## src/rtl/hls_ap_bus_mem_adapter.sv

```systemverilog
// ap_bus mem0 downstream adapter: splits burst requests into single-word memory
// reads/writes and returns read data through a credit-protected in-order FIFO.
module hls_ap_bus_mem_adapter #(
  parameter int DATA_WIDTH     = 64,
  parameter int ADDR_WIDTH     = 32,
  parameter int RSP_FIFO_DEPTH = 8
) (
  input  logic                  ap_clk,
  input  logic                  ap_rst,
  input  logic                  req_write,
  input  logic                  req_din,
  input  logic [ADDR_WIDTH-1:0] address,
  input  logic [ADDR_WIDTH-1:0] size,
  input  logic [DATA_WIDTH-1:0] dataout,
  output logic                  req_full_n,
  output logic                  rsp_empty_n,
  output logic [DATA_WIDTH-1:0] datain,
  input  logic                  rsp_read,
  output logic                  mem_rd_valid,
  input  logic                  mem_rd_ready,
  output logic [ADDR_WIDTH-1:0] mem_rd_addr,
  input  logic                  mem_rsp_valid,
  input  logic [DATA_WIDTH-1:0] mem_rsp_data,
  output logic                  mem_wr_valid,
  input  logic                  mem_wr_ready,
  output logic [ADDR_WIDTH-1:0] mem_wr_addr,
  output logic [DATA_WIDTH-1:0] mem_wr_data,
  output logic                  err
);
  localparam int PW = $clog2(RSP_FIFO_DEPTH);
  localparam int CW = PW + 1;
  localparam logic [CW:0] DEPTH_C = RSP_FIFO_DEPTH[CW:0];

  typedef enum logic [1:0] {IDLE, WR_DATA, RD_ISSUE} state_t;

  state_t                state, state_nx;
  logic [ADDR_WIDTH-1:0] cur_addr, remaining;
  logic [CW-1:0]         outstanding, fifo_count;
  logic [PW-1:0]         wr_ptr, rd_ptr;
  logic [DATA_WIDTH-1:0] fifo_mem [RSP_FIFO_DEPTH];
  logic                  credit_ok, wr_fire, rd_fire, rsp_push, rsp_pop, last_beat;

  // Outstanding reads plus buffered words never exceed the FIFO, so a push always fits
  assign credit_ok = ({1'b0, outstanding} + {1'b0, fifo_count}) < DEPTH_C;
  assign wr_fire   = mem_wr_valid & mem_wr_ready;
  assign rd_fire   = mem_rd_valid & mem_rd_ready;
  assign rsp_push  = mem_rsp_valid & (outstanding != '0);
  assign rsp_pop   = rsp_read & (fifo_count != '0);
  assign last_beat = (remaining == ADDR_WIDTH'(1));

  always_ff @(posedge ap_clk or posedge ap_rst) begin
    if (ap_rst) state <= IDLE;
    else        state <= state_nx;
  end

  always_comb begin
    state_nx = state;
    case (state)
      IDLE:     if (req_write && size != '0) state_nx = req_din ? WR_DATA : RD_ISSUE;
      WR_DATA:  if (wr_fire && last_beat) state_nx = IDLE;
      RD_ISSUE: if (rd_fire && last_beat) state_nx = IDLE;
      default:  state_nx = IDLE;
    endcase
  end

  always_comb begin
    req_full_n   = 1'b0;
    mem_wr_valid = 1'b0;
    mem_rd_valid = 1'b0;
    case (state)
      IDLE:     req_full_n = 1'b1;
      WR_DATA: begin
        req_full_n   = mem_wr_ready;
        mem_wr_valid = req_write;
      end
      RD_ISSUE: mem_rd_valid = credit_ok;
      default:  req_full_n = 1'b0;
    endcase
  end

  assign mem_wr_addr = cur_addr;
  assign mem_wr_data = dataout;
  assign mem_rd_addr = cur_addr;

  always_ff @(posedge ap_clk or posedge ap_rst) begin
    if (ap_rst) begin
      cur_addr  <= '0;
      remaining <= '0;
    end else if (state == IDLE && req_write) begin
      cur_addr  <= address;
      remaining <= size;
    end else if (wr_fire || rd_fire) begin
      cur_addr  <= cur_addr + ADDR_WIDTH'(1);
      remaining <= remaining - ADDR_WIDTH'(1);
    end
  end

  always_ff @(posedge ap_clk or posedge ap_rst) begin
    if (ap_rst) begin
      outstanding <= '0;
      fifo_count  <= '0;
      wr_ptr      <= '0;
      rd_ptr      <= '0;
      err         <= 1'b0;
    end else begin
      case ({rd_fire, rsp_push})
        2'b10:   outstanding <= outstanding + CW'(1);
        2'b01:   outstanding <= outstanding - CW'(1);
        default: outstanding <= outstanding;
      endcase
      case ({rsp_push, rsp_pop})
        2'b10:   fifo_count <= fifo_count + CW'(1);
        2'b01:   fifo_count <= fifo_count - CW'(1);
        default: fifo_count <= fifo_count;
      endcase
      if (rsp_push) wr_ptr <= wr_ptr + PW'(1);
      if (rsp_pop)  rd_ptr <= rd_ptr + PW'(1);
      if (mem_rsp_valid && outstanding == '0) err <= 1'b1;
    end
  end

  always_ff @(posedge ap_clk) begin
    if (rsp_push) fifo_mem[wr_ptr] <= mem_rsp_data;
  end

  assign rsp_empty_n = (fifo_count != '0);
  assign datain      = fifo_mem[rd_ptr];
endmodule
```

## config.mk

```make
export PLATFORM = sky130hd
export DESIGN_NAME = hls_ap_bus_mem_adapter
export DESIGN_NICKNAME = d
export VERILOG_FILES = /design/src/rtl/hls_ap_bus_mem_adapter.sv
export SDC_FILE = /design/constraint.sdc
export NUM_CORES = 1
export LEC_CHECK = 0
export CAP_MARGIN = 25
export CORE_MARGIN = 2
export CORE_UTILIZATION = 50
export DETAILED_ROUTE_END_ITERATION = 10
export GPL_TIMING_DRIVEN = 1
export PLACE_DENSITY = 0.75
export SLEW_MARGIN = 5
export SYNTH_ARGS = -nofsm -noshare
export SYNTH_HDL_FRONTEND = slang
export SYNTH_SLANG_ARGS = --single-unit
```

## constraint.sdc

```tcl
create_clock -name ap_clk -period 15 [get_ports ap_clk]
set_clock_uncertainty 0.2 [all_clocks]
set_input_delay 2.25 -clock ap_clk [delete_from_list [all_inputs] [get_ports ap_clk]]
set_output_delay 2.25 -clock ap_clk [all_outputs]
set_load 0.05 [all_outputs]
```

==> run_results.csv, run 1 <==
group,metric,value,unit
timing,post-route-period-util,0.484,
synth,synth_flop_cell,"edfxtp_1",
worst_setup_path,critPathSlowestCell,"dfrtp_4",
timing,setup_viol,0,
timing,fin_crit,7.26,ns
worst_setup_path,cp-start-kind,"register",
pwr,fin_total_pwr,6.40,mW
drt,viasPerCell,5.90,
worst_setup_path,crit_required,12.55,ns
pwr,peakVddDrop,0.000138,V
run,cap_viol_max_count,0,
synth,syn_area,0.0250,mm^2
timing,max_freq,138,MHz
global_routing,overflow,0,
cells_and_area,area_delta_synth_final,18.5,%
placed_design,gp_congestion,0.847,
min_path,holdPathEnd,"err",
cells_and_area,drive_gt1_frac,0.194,
cells_and_area,fin_nets,1843,
die,core_area,0.0492,mm^2
pwr,pwr-share-clk,0.218,
worst_setup_path,worst-r2r-cell-count,6,
worst_setup_path,worstSetupPathType,"register to output port",
cells_and_area,nFillCells,3575,
worst_setup_path,crit_chain,"buf_4 > buf_4 > buf_12 > mux4_2 > mux2_2 > clkdlybuf4s50_1",
synth,synth_fp_nets,1663,
timing,drv_slew,0,
timing,grt_setup_unrepaired,"false",
pwr,comb_power_share,0.417,
synth,yosys_warnings,0,
drt,via_count,13782,
clock_network,cts_tree,"built",
clock_network,cts_resized,0,
worst_setup_path,slowest_delay,0.88,ns
pwr,p_leak,9.72,nW
clock_network,clk_latency,0.60,ns
die,io_pins,397,
pwr,swShare,0.382,
die,die_y,228,um
synth,synth.avg_cell_area,17.3,um^2
worst_setup_path,critPathCaptureType,"output port",
clock_network,root_buffer,"clkbuf_16",
pwr,cell_internal_pwr,3.96,mW
worst_setup_path,r2r_start,"outstanding[0]",
drt,antenna_left,0,
global_routing,grtUsageTotal,0.209,
drt,routed_wl,54600,um
synth,seq_area_frac_synth,0.696,
drt,wl_per_cell,23.4,um
worst_setup_path,path_buf_inv,4,
worst_setup_path,crit_top_cell,"buf_4",
drt,drtIter0Drc,1010,
placed_design,io_buffers,268,
clock_network,clock-sinks,593,
clock_network,htree_levels,2,
timing,relSlewSlack,0.271,
die,die_x,228,um
worst_setup_path,crit_family,"buffers and inverters",
placed_design,dpl.hpwl,32100,um
timing,tightest_slew,1.08,ns
min_path,min-delay-start,"err",
clock_network,cts_made_buffers,57,
drt,drc,0,
timing,fin_tns_setup,0,ns
cells_and_area,final_util,0.603,
synth,ys_seq_elements,593,
die,core.rowCount,81,
cells_and_area,finish.instance_area,0.0296,mm^2
die,initial_core_util,0.509,
global_routing,antenna_found_initial,4,
clock_network,cts_hold_buf,0,
worst_setup_path,ff2ff_setup_slack,11.80,ns
pwr,p_sw,2.44,mW
pwr,power_density,216,mW/mm^2
synth,synthArstFlopShare,0.137,
worst_setup_path,cp_max_fo,45,
clock_network,postCtsSetupBuffers,0,
pwr,seq_power_share,0.365,
clock_network,cts_buffer_depth,3,
global_routing,grt_max_degree,112,
worst_setup_path,arrival,4.81,ns
min_path,hold_depth,1,
worst_setup_path,timing.rr.end,"fifo_mem[6][56]",
synth,syn_inst,1447,
min_path,hp-class,"register to register",
drt,first_pass_iters,5,
timing,hold_viol,0,
synth,synth_edf_count,512,
die,dieArea,0.0518,mm^2
run_status,status,"complete, no violations",
clock_network,clk_pin_slew_worst_paths,0.06,ns
placed_design,place_area,0.0277,mm^2
synth,synth.distinct_cells,69,
global_routing,grt_pass1_wl,81700,um
global_routing,grt_pass1_vias,13866,
cell families (layout without fill, tap and decap cells):
kind of cell    Yosys count  in the layout  synth area share
other cells               0              2                 0
compound gates          208            208            0.0527
flops                   593            593             0.696
xor+xnor                 12             12           0.00420
fa+ha+maj                16             16           0.00861
mux                     194            194             0.145
buf+inv                 192            413            0.0440
simple gates            232            232            0.0494
placed cells by master (no fill, tap or decap), drive strengths merged, types with 7 or more instances in the layout:
master,count
edfxtp,512
clkdlybuf4s50,268
mux4,128
dfrtp,81
clkbuf,70
a21oi,67
mux2,65
nand2,61
o21ai,49
nor2,38
nand3,25
inv,23
buf,23
nand4,22
nor4,20
nor3,18
clkinv,17
o22ai,16
ha,14
a31oi,9
a22oi,8
xnor2,8
or4,8
and4,7
clkinvlp,7
routing by layer:
layer | share of wire | vias up | GRT usage
met5 | 0.00081 | - | 0.00285
met4 | 0.027 | 6 | 0.0713
met3 | 0.069 | 114 | 0.0492
met2 | 0.50 | 482 | 0.341
met1 | 0.41 | 7092 | 0.277
li1 | - | 6088 | -
cell usage after synthesis (8+ instances only):
| cell | count | area share |
|---|---|---|
| a31oi_1 | 9 | 0.0023 |
| inv_1 | 21 | 0.0032 |
| nand3_1 | 25 | 0.0050 |
| o22ai_1 | 16 | 0.0040 |
| ha_1 | 14 | 0.0070 |
| clkbuf_1 | 52 | 0.0078 |
| buf_2 | 14 | 0.0028 |
| buf_1 | 8 | 0.0012 |
| dfrtp_1 | 81 | 0.081 |
| nor4_1 | 18 | 0.0045 |
| nor2_1 | 38 | 0.0057 |
| nand4_1 | 21 | 0.0053 |
| buf_4 | 96 | 0.029 |
| mux2_2 | 65 | 0.029 |
| edfxtp_1 | 512 | 0.62 |
| mux4_2 | 128 | 0.12 |
| a22oi_1 | 8 | 0.0024 |
| nor3_1 | 17 | 0.0034 |
| xnor2_1 | 8 | 0.0028 |
| a21oi_1 | 66 | 0.013 |
| nand2_1 | 61 | 0.0092 |
| o21ai_0 | 49 | 0.0098 |
stage by stage:
step                hold slack [ns]  worst slack, ns  std cells
floorplan                     0.257             7.29       1447
global placement              0.240             8.12       2227
detailed placement            0.248             8.08       2228
CTS                           0.263             7.41       2328
global route                  0.285             7.29       2333
finish                        0.261             7.74       2334
power by group through the flow:
stage / Clock (mW) / Combinational, mW / Sequential, mW
6_report: 1.40 / 2.67 / 2.33
5_1_grt: 1.49 / 2.81 / 2.37
4_1_cts: 1.43 / 2.69 / 2.34
3_5_place_dp: 0 / 2.67 / 2.37
3_3_place_gp: 0 / 2.63 / 2.35
2_1_floorplan: 0 / 1.90 / 2.40
final cells by class:
class | count | area, um^2 | area share
Antenna cell | 2 | 5.00 | 0.000169
Clock inverter | 31 | 299 | 0.0101
Multi-Input combinational cell | 662 | 6580 | 0.222
Timing Repair Buffer | 292 | 2910 | 0.0981
Sequential cell | 593 | 17400 | 0.588
Inverter | 21 | 80.1 | 0.00270
Clock buffer | 69 | 1510 | 0.0511
Tap cell | 664 | 831 | 0.0280
worst max-delay path by stage:
stage / from / endpoint / depth (start not counted)
global placement: rd_ptr[0] / datain[3] / 5
global route: rd_ptr[0] / datain[3] / 6
detailed placement: rd_ptr[0] / datain[3] / 5
CTS: rd_ptr[0] / datain[3] / 5
finish: rd_ptr[0] / datain[3] / 6
floorplan: mem_rsp_valid / fifo_mem[0][0] / 4
registers in the layout (all words and copies together), names as in the netlist:
name         count
err              1
fifo_count       4
fifo_mem       512
mem_rd_addr     32
outstanding      4
rd_ptr           3
remaining       32
state            2
wr_ptr           3
(Power assumes the default switching activity.)
==> run 2, diff against run 1 <==
clock period = 7.5 ns   (was 15 ns; I/O delays follow)
==> run_results.csv, run 2 (synthesized netlist as in run 1, its figures left out) <==
group,metric,value,unit
worst_setup_path,cp_max_fo,102,
clock_network,root_buffer,"clkbuf_16",
cells_and_area,drive_gt1_frac,0.201,
drt,via_count,13733,
worst_setup_path,critPathSlowestCell,"dfrtp_4",
cells_and_area,area_delta_synth_final,19.5,%
die,die_x,228,um
min_path,holdPathEnd,"err",
worst_setup_path,timing.rr.end,"fifo_mem[5][14]",
timing,fin_tns_setup,0,ns
global_routing,grt_pass1_vias,13933,
placed_design,gp_congestion,0.819,
clock_network,clk_latency,0.61,ns
clock_network,clk_pin_slew_worst_paths,0.06,ns
worst_setup_path,arrival,3.89,ns
clock_network,htree_levels,2,
worst_setup_path,ff2ff_setup_slack,4.26,ns
drt,drc,0,
cells_and_area,diodes,0,
die,die_y,228,um
drt,viasPerCell,5.86,
timing,post-route-period-util,0.695,
min_path,hold_depth,1,
timing,holdWs,0.264,ns
cells_and_area,largest_reg_flops,512,
cells_and_area,final_cell_mix,"edfxtp_1 (512), clkdlybuf4s50_1 (268), mux4_2 (128)",
cells_and_area,final_common_cell,"edfxtp_1",
timing,hold_viol,0,
timing,grt_setup_unrepaired,"false",
worst_setup_path,crit_chain,"buf_12 > mux4_2 > mux2_2 > clkdlybuf4s50_1",
worst_setup_path,worstSetupPathType,"register to output port",
pwr,power_density,436,mW/mm^2
drt,routed_wl,55300,um
placed_design,dpl.hpwl,32500,um
clock_network,cts_resized,0,
clock_network,cts_hold_buf,0,
timing,tightest_slew,1.04,ns
global_routing,grtUsageTotal,0.213,
timing,relSlewSlack,0.305,
placed_design,io_buffers,268,
worst_setup_path,cp-start-kind,"register",
cells_and_area,fin_nets,1848,
global_routing,grt_max_degree,112,
timing,drv_slew,0,
global_routing,overflow,0,
timing,setup_viol,0,
pwr,peakVddDrop,0.000335,V
run_status,status,"complete, no violations",
global_routing,antenna_found_initial,3,
worst_setup_path,r2r_start,"outstanding[1]",
global_routing,grt_pass1_wl,82600,um
die,initial_core_util,0.509,
drt,first_pass_iters,5,
clock_network,cts_tree,"built",
timing,max_freq,192,MHz
run,cap_viol_max_count,0,
cells_and_area,regMostFlops,"fifo_mem",
clock_network,clock-sinks,593,
worst_setup_path,worst-r2r-cell-count,6,
die,dieArea,0.0518,mm^2
drt,drtIter0Drc,1141,
clock_network,postCtsSetupBuffers,0,
drt,wl_per_cell,23.6,um
clock_network,cts_buffer_depth,3,
worst_setup_path,crit_required,6.17,ns
die,core.rowCount,81,
worst_setup_path,slowest_delay,0.80,ns
cells_and_area,nFillCells,3535,
worst_setup_path,critPathCaptureType,"output port",
min_path,min-delay-start,"err",
timing,fin_crit,5.22,ns
drt,antenna_left,0,
min_path,hp-class,"register to register",
pwr,p_leak,9.87,nW
clock_network,cts_made_buffers,57,
die,io_pins,397,
die,core_area,0.0492,mm^2
==> run 2: cell count changes in the layout (fill, tap and decap cells not counted), moves of 2 or more <==
| cell | delta |
|---|---|
| inv_6 | -3 |
| buf_16 | +2 |
| clkinv_2 | +8 |
| diode_2 | -2 |
| clkinv_1 | -3 |
| bufinv_16 | +6 |
| clkinvlp_4 | -3 |
==> run 2: power by group <==
group / internal [mW] / total, mW / switching [mW]
logic: 2.10 / 5.34 / 3.24
clock network: 1.80 / 3.02 / 1.22
registers: 4.21 / 4.66 / 0.453
total: 8.11 / 13.0 / 4.92
==> run 2: per-layer routing <==
metal / GRT usage / vias to the layer above / part of all wire
li1: - / 6103 / -
met3: 0.0494 / 102 / 0.068
met1: 0.287 / 7072 / 0.41
met2: 0.347 / 450 / 0.49
met5: 0.00285 / - / 0.00083
met4: 0.0656 / 6 / 0.024
==> run 2: worst max path at each step <==
stage	slack [ns]	to	startpoint	cells past startpoint
3_3_place_gp	2.88	datain[61]	rd_ptr[0]	4
4_1_cts	2.19	datain[50]	rd_ptr[0]	4
5_1_grt	2.03	datain[61]	rd_ptr[0]	4
2_1_floorplan	0.92	fifo_mem[0][0]	mem_rsp_valid	4
6_report	2.28	datain[61]	rd_ptr[0]	4
3_5_place_dp	2.86	datain[52]	rd_ptr[0]	4
==> run 2: stage by stage <==
stage / power (mW) / area, um^2 / setup WS [ns] / util / std cells
CTS: 13.1 / 29700 / 2.19 / 0.605 / 2336
global route: 13.6 / 29900 / 2.03 / 0.608 / 2343
detailed placement: 10.1 / 27800 / 2.86 / 0.565 / 2230
global placement: 9.99 / 27800 / 2.88 / 0.565 / 2229
finish: 13.0 / 29900 / 2.28 / 0.608 / 2343
floorplan: 8.61 / 25000 / 0.915 / - / 1447
==> run 2: area by class of cell <==
type / count / area [um^2] / share of cell area
clock buffer: 69 / 1490 / 0.0500
clock inverter: 37 / 487 / 0.0163
inverter: 21 / 80.1 / 0.00268
multi-input combinational: 662 / 6580 / 0.220
sequential: 593 / 17400 / 0.583
tap: 664 / 831 / 0.0278
timing repair buffer: 297 / 3000 / 0.100
==> run 2: critical path, delay by kind of cell (launching register included) <==
family / cells / cell delay [ns]
mux: 2 / 0.87
buf+inv: 2 / 1.42
flops: 1 / 0.80
==> run 3, diff against run 2 <==
clock period = 5.5 ns   (was 7.5 ns; I/O delays follow)
==> run_results.csv, run 3 (synthesized netlist as in run 1, its figures left out) <==
group,metric,value,unit
run_status,status,"complete, no violations",
worst_setup_path,critPathCaptureType,"output port",
clock_network,cts_made_buffers,59,
worst_setup_path,cp-start-kind,"register",
die,core_area,0.0492,mm^2
worst_setup_path,crit_chain,"buf_12 > mux4_2 > mux2_2 > clkdlybuf4s50_1",
clock_network,root_buffer,"clkbuf_16",
drt,drc,0,
worst_setup_path,arrival,3.50,ns
timing,drv_slew,0,
cells_and_area,final_cell_mix,"edfxtp_1 (512), clkdlybuf4s50_1 (268), mux4_2 (128)",
die,io_pins,397,
global_routing,antenna_found_initial,5,
timing,fin_crit,4.52,ns
drt,via_count,13757,
worst_setup_path,slowest_delay,0.88,ns
clock_network,cts_resized,0,
cells_and_area,finish.instance_area,0.0297,mm^2
pwr,fin_total_pwr,17.5,mW
placed_design,gp_congestion,0.851,
cells_and_area,area_delta_synth_final,19.0,%
cells_and_area,nFillCells,3549,
cells_and_area,drive_gt1_frac,0.197,
die,initial_core_util,0.509,
cells_and_area,regMostFlops,"fifo_mem",
run,cap_viol_max_count,0,
timing,max_freq,221,MHz
global_routing,overflow,0,
pwr,peakVddDrop,0.000363,V
cells_and_area,fin_nets,1855,
clock_network,clock-sinks,593,
clock_network,clk_pin_slew_worst_paths,0.06,ns
placed_design,io_buffers,268,
die,dieArea,0.0518,mm^2
clock_network,cts_buffer_depth,3,
clock_network,htree_levels,2,
global_routing,grt_pass1_wl,83400,um
placed_design,dpl.hpwl,33400,um
drt,wl_per_cell,23.3,um
timing,hold_viol,0,
cells_and_area,final_common_cell,"edfxtp_1",
placed_design,pre_cts_slack,1.55,ns
placed_design,dp_cells,2241,
global_routing,grt_max_degree,65,
drt,first_pass_iters,5,
worst_setup_path,cp_max_fo,44,
timing,relSlewSlack,0.325,
clock_network,postCtsSetupBuffers,0,
worst_setup_path,critPathSlowestCell,"dfrtp_4",
timing,grt_setup_unrepaired,"false",
timing,setup_viol,0,
die,die_y,228,um
drt,routed_wl,54900,um
worst_setup_path,crit_required,4.47,ns
placed_design,place_area,0.0279,mm^2
min_path,hp-class,"register to register",
clock_network,clk_latency,0.60,ns
die,core.rowCount,81,
global_routing,grt_pass1_vias,14058,
worst_setup_path,worstSetupPathType,"register to output port",
timing,post-route-period-util,0.822,
timing,fin_tns_setup,0,ns
clock_network,cts_hold_buf,0,
timing,fin_ws,0.978,ns
cells_and_area,final_util,0.605,
clock_network,cts_tree,"built",
pwr,p_leak,9.82,nW
drt,drtIter0Drc,1219,
pwr,power_density,588,mW/mm^2
cells_and_area,stdcell_count,2353,
drt,antenna_left,0,
drt,viasPerCell,5.85,
die,die_x,228,um
timing,tightest_slew,1.01,ns
cells_and_area,largest_reg_flops,512,
global_routing,grtUsageTotal,0.214,
timing,holdWs,0.265,ns
-- run 3: worst max-delay path: cells and delay by family, from the launching register on --
kind / cells / cell delay [ns]
mux: 2 / 0.83
flops: 1 / 0.88
buf+inv: 2 / 1.13
-- run 3: metal layers --
| layer | vias up | GRT usage | share of wire |
|---|---|---|---|
| met2 | 468 | 0.346 | 0.49 |
| met4 | 4 | 0.0616 | 0.022 |
| met3 | 82 | 0.0492 | 0.071 |
| met1 | 7060 | 0.293 | 0.42 |
| li1 | 6143 | - | - |
| met5 | - | 0.000949 | 0.00042 |
-- run 3: final cells by class --
class | count | area [um^2] | area share
antenna | 4 | 10.0 | 0.000337
inverter | 21 | 80.1 | 0.00269
clock inverter | 40 | 287 | 0.00963
multi-input combinational | 662 | 6580 | 0.221
clock buffer | 67 | 1510 | 0.0507
tap | 664 | 831 | 0.0279
sequential | 593 | 17400 | 0.586
timing repair buffer | 302 | 3040 | 0.102
-- run 3: final timing paths --
| path | startpoint | endpoint | slack (ns) | depth (start not counted) |
|---|---|---|---|---|
| min in group asynchronous | ap_rst | state[1] | 0.32 | 2 |
| worst min register to register | err | err | 0.27 | 1 |
| worst max register to register | outstanding[1] | mem_rd_addr[26] | 2.42 | 6 |
| worst min-delay path | err | err | 0.27 | 1 |
| worst max-delay path | rd_ptr[0] | datain[43] | 0.98 | 4 |
| max in group asynchronous | ap_rst | remaining[14] | 3.63 | 3 |
-- run 3: report_power, final --
part | internal [mW] | total (mW) | leakage, nW | switching, mW
Clock | 2.13 | 3.74 | 0.888 | 1.61
Combinational | 2.90 | 7.33 | 3.33 | 4.42
Sequential | 5.74 | 6.41 | 5.59 | 0.668
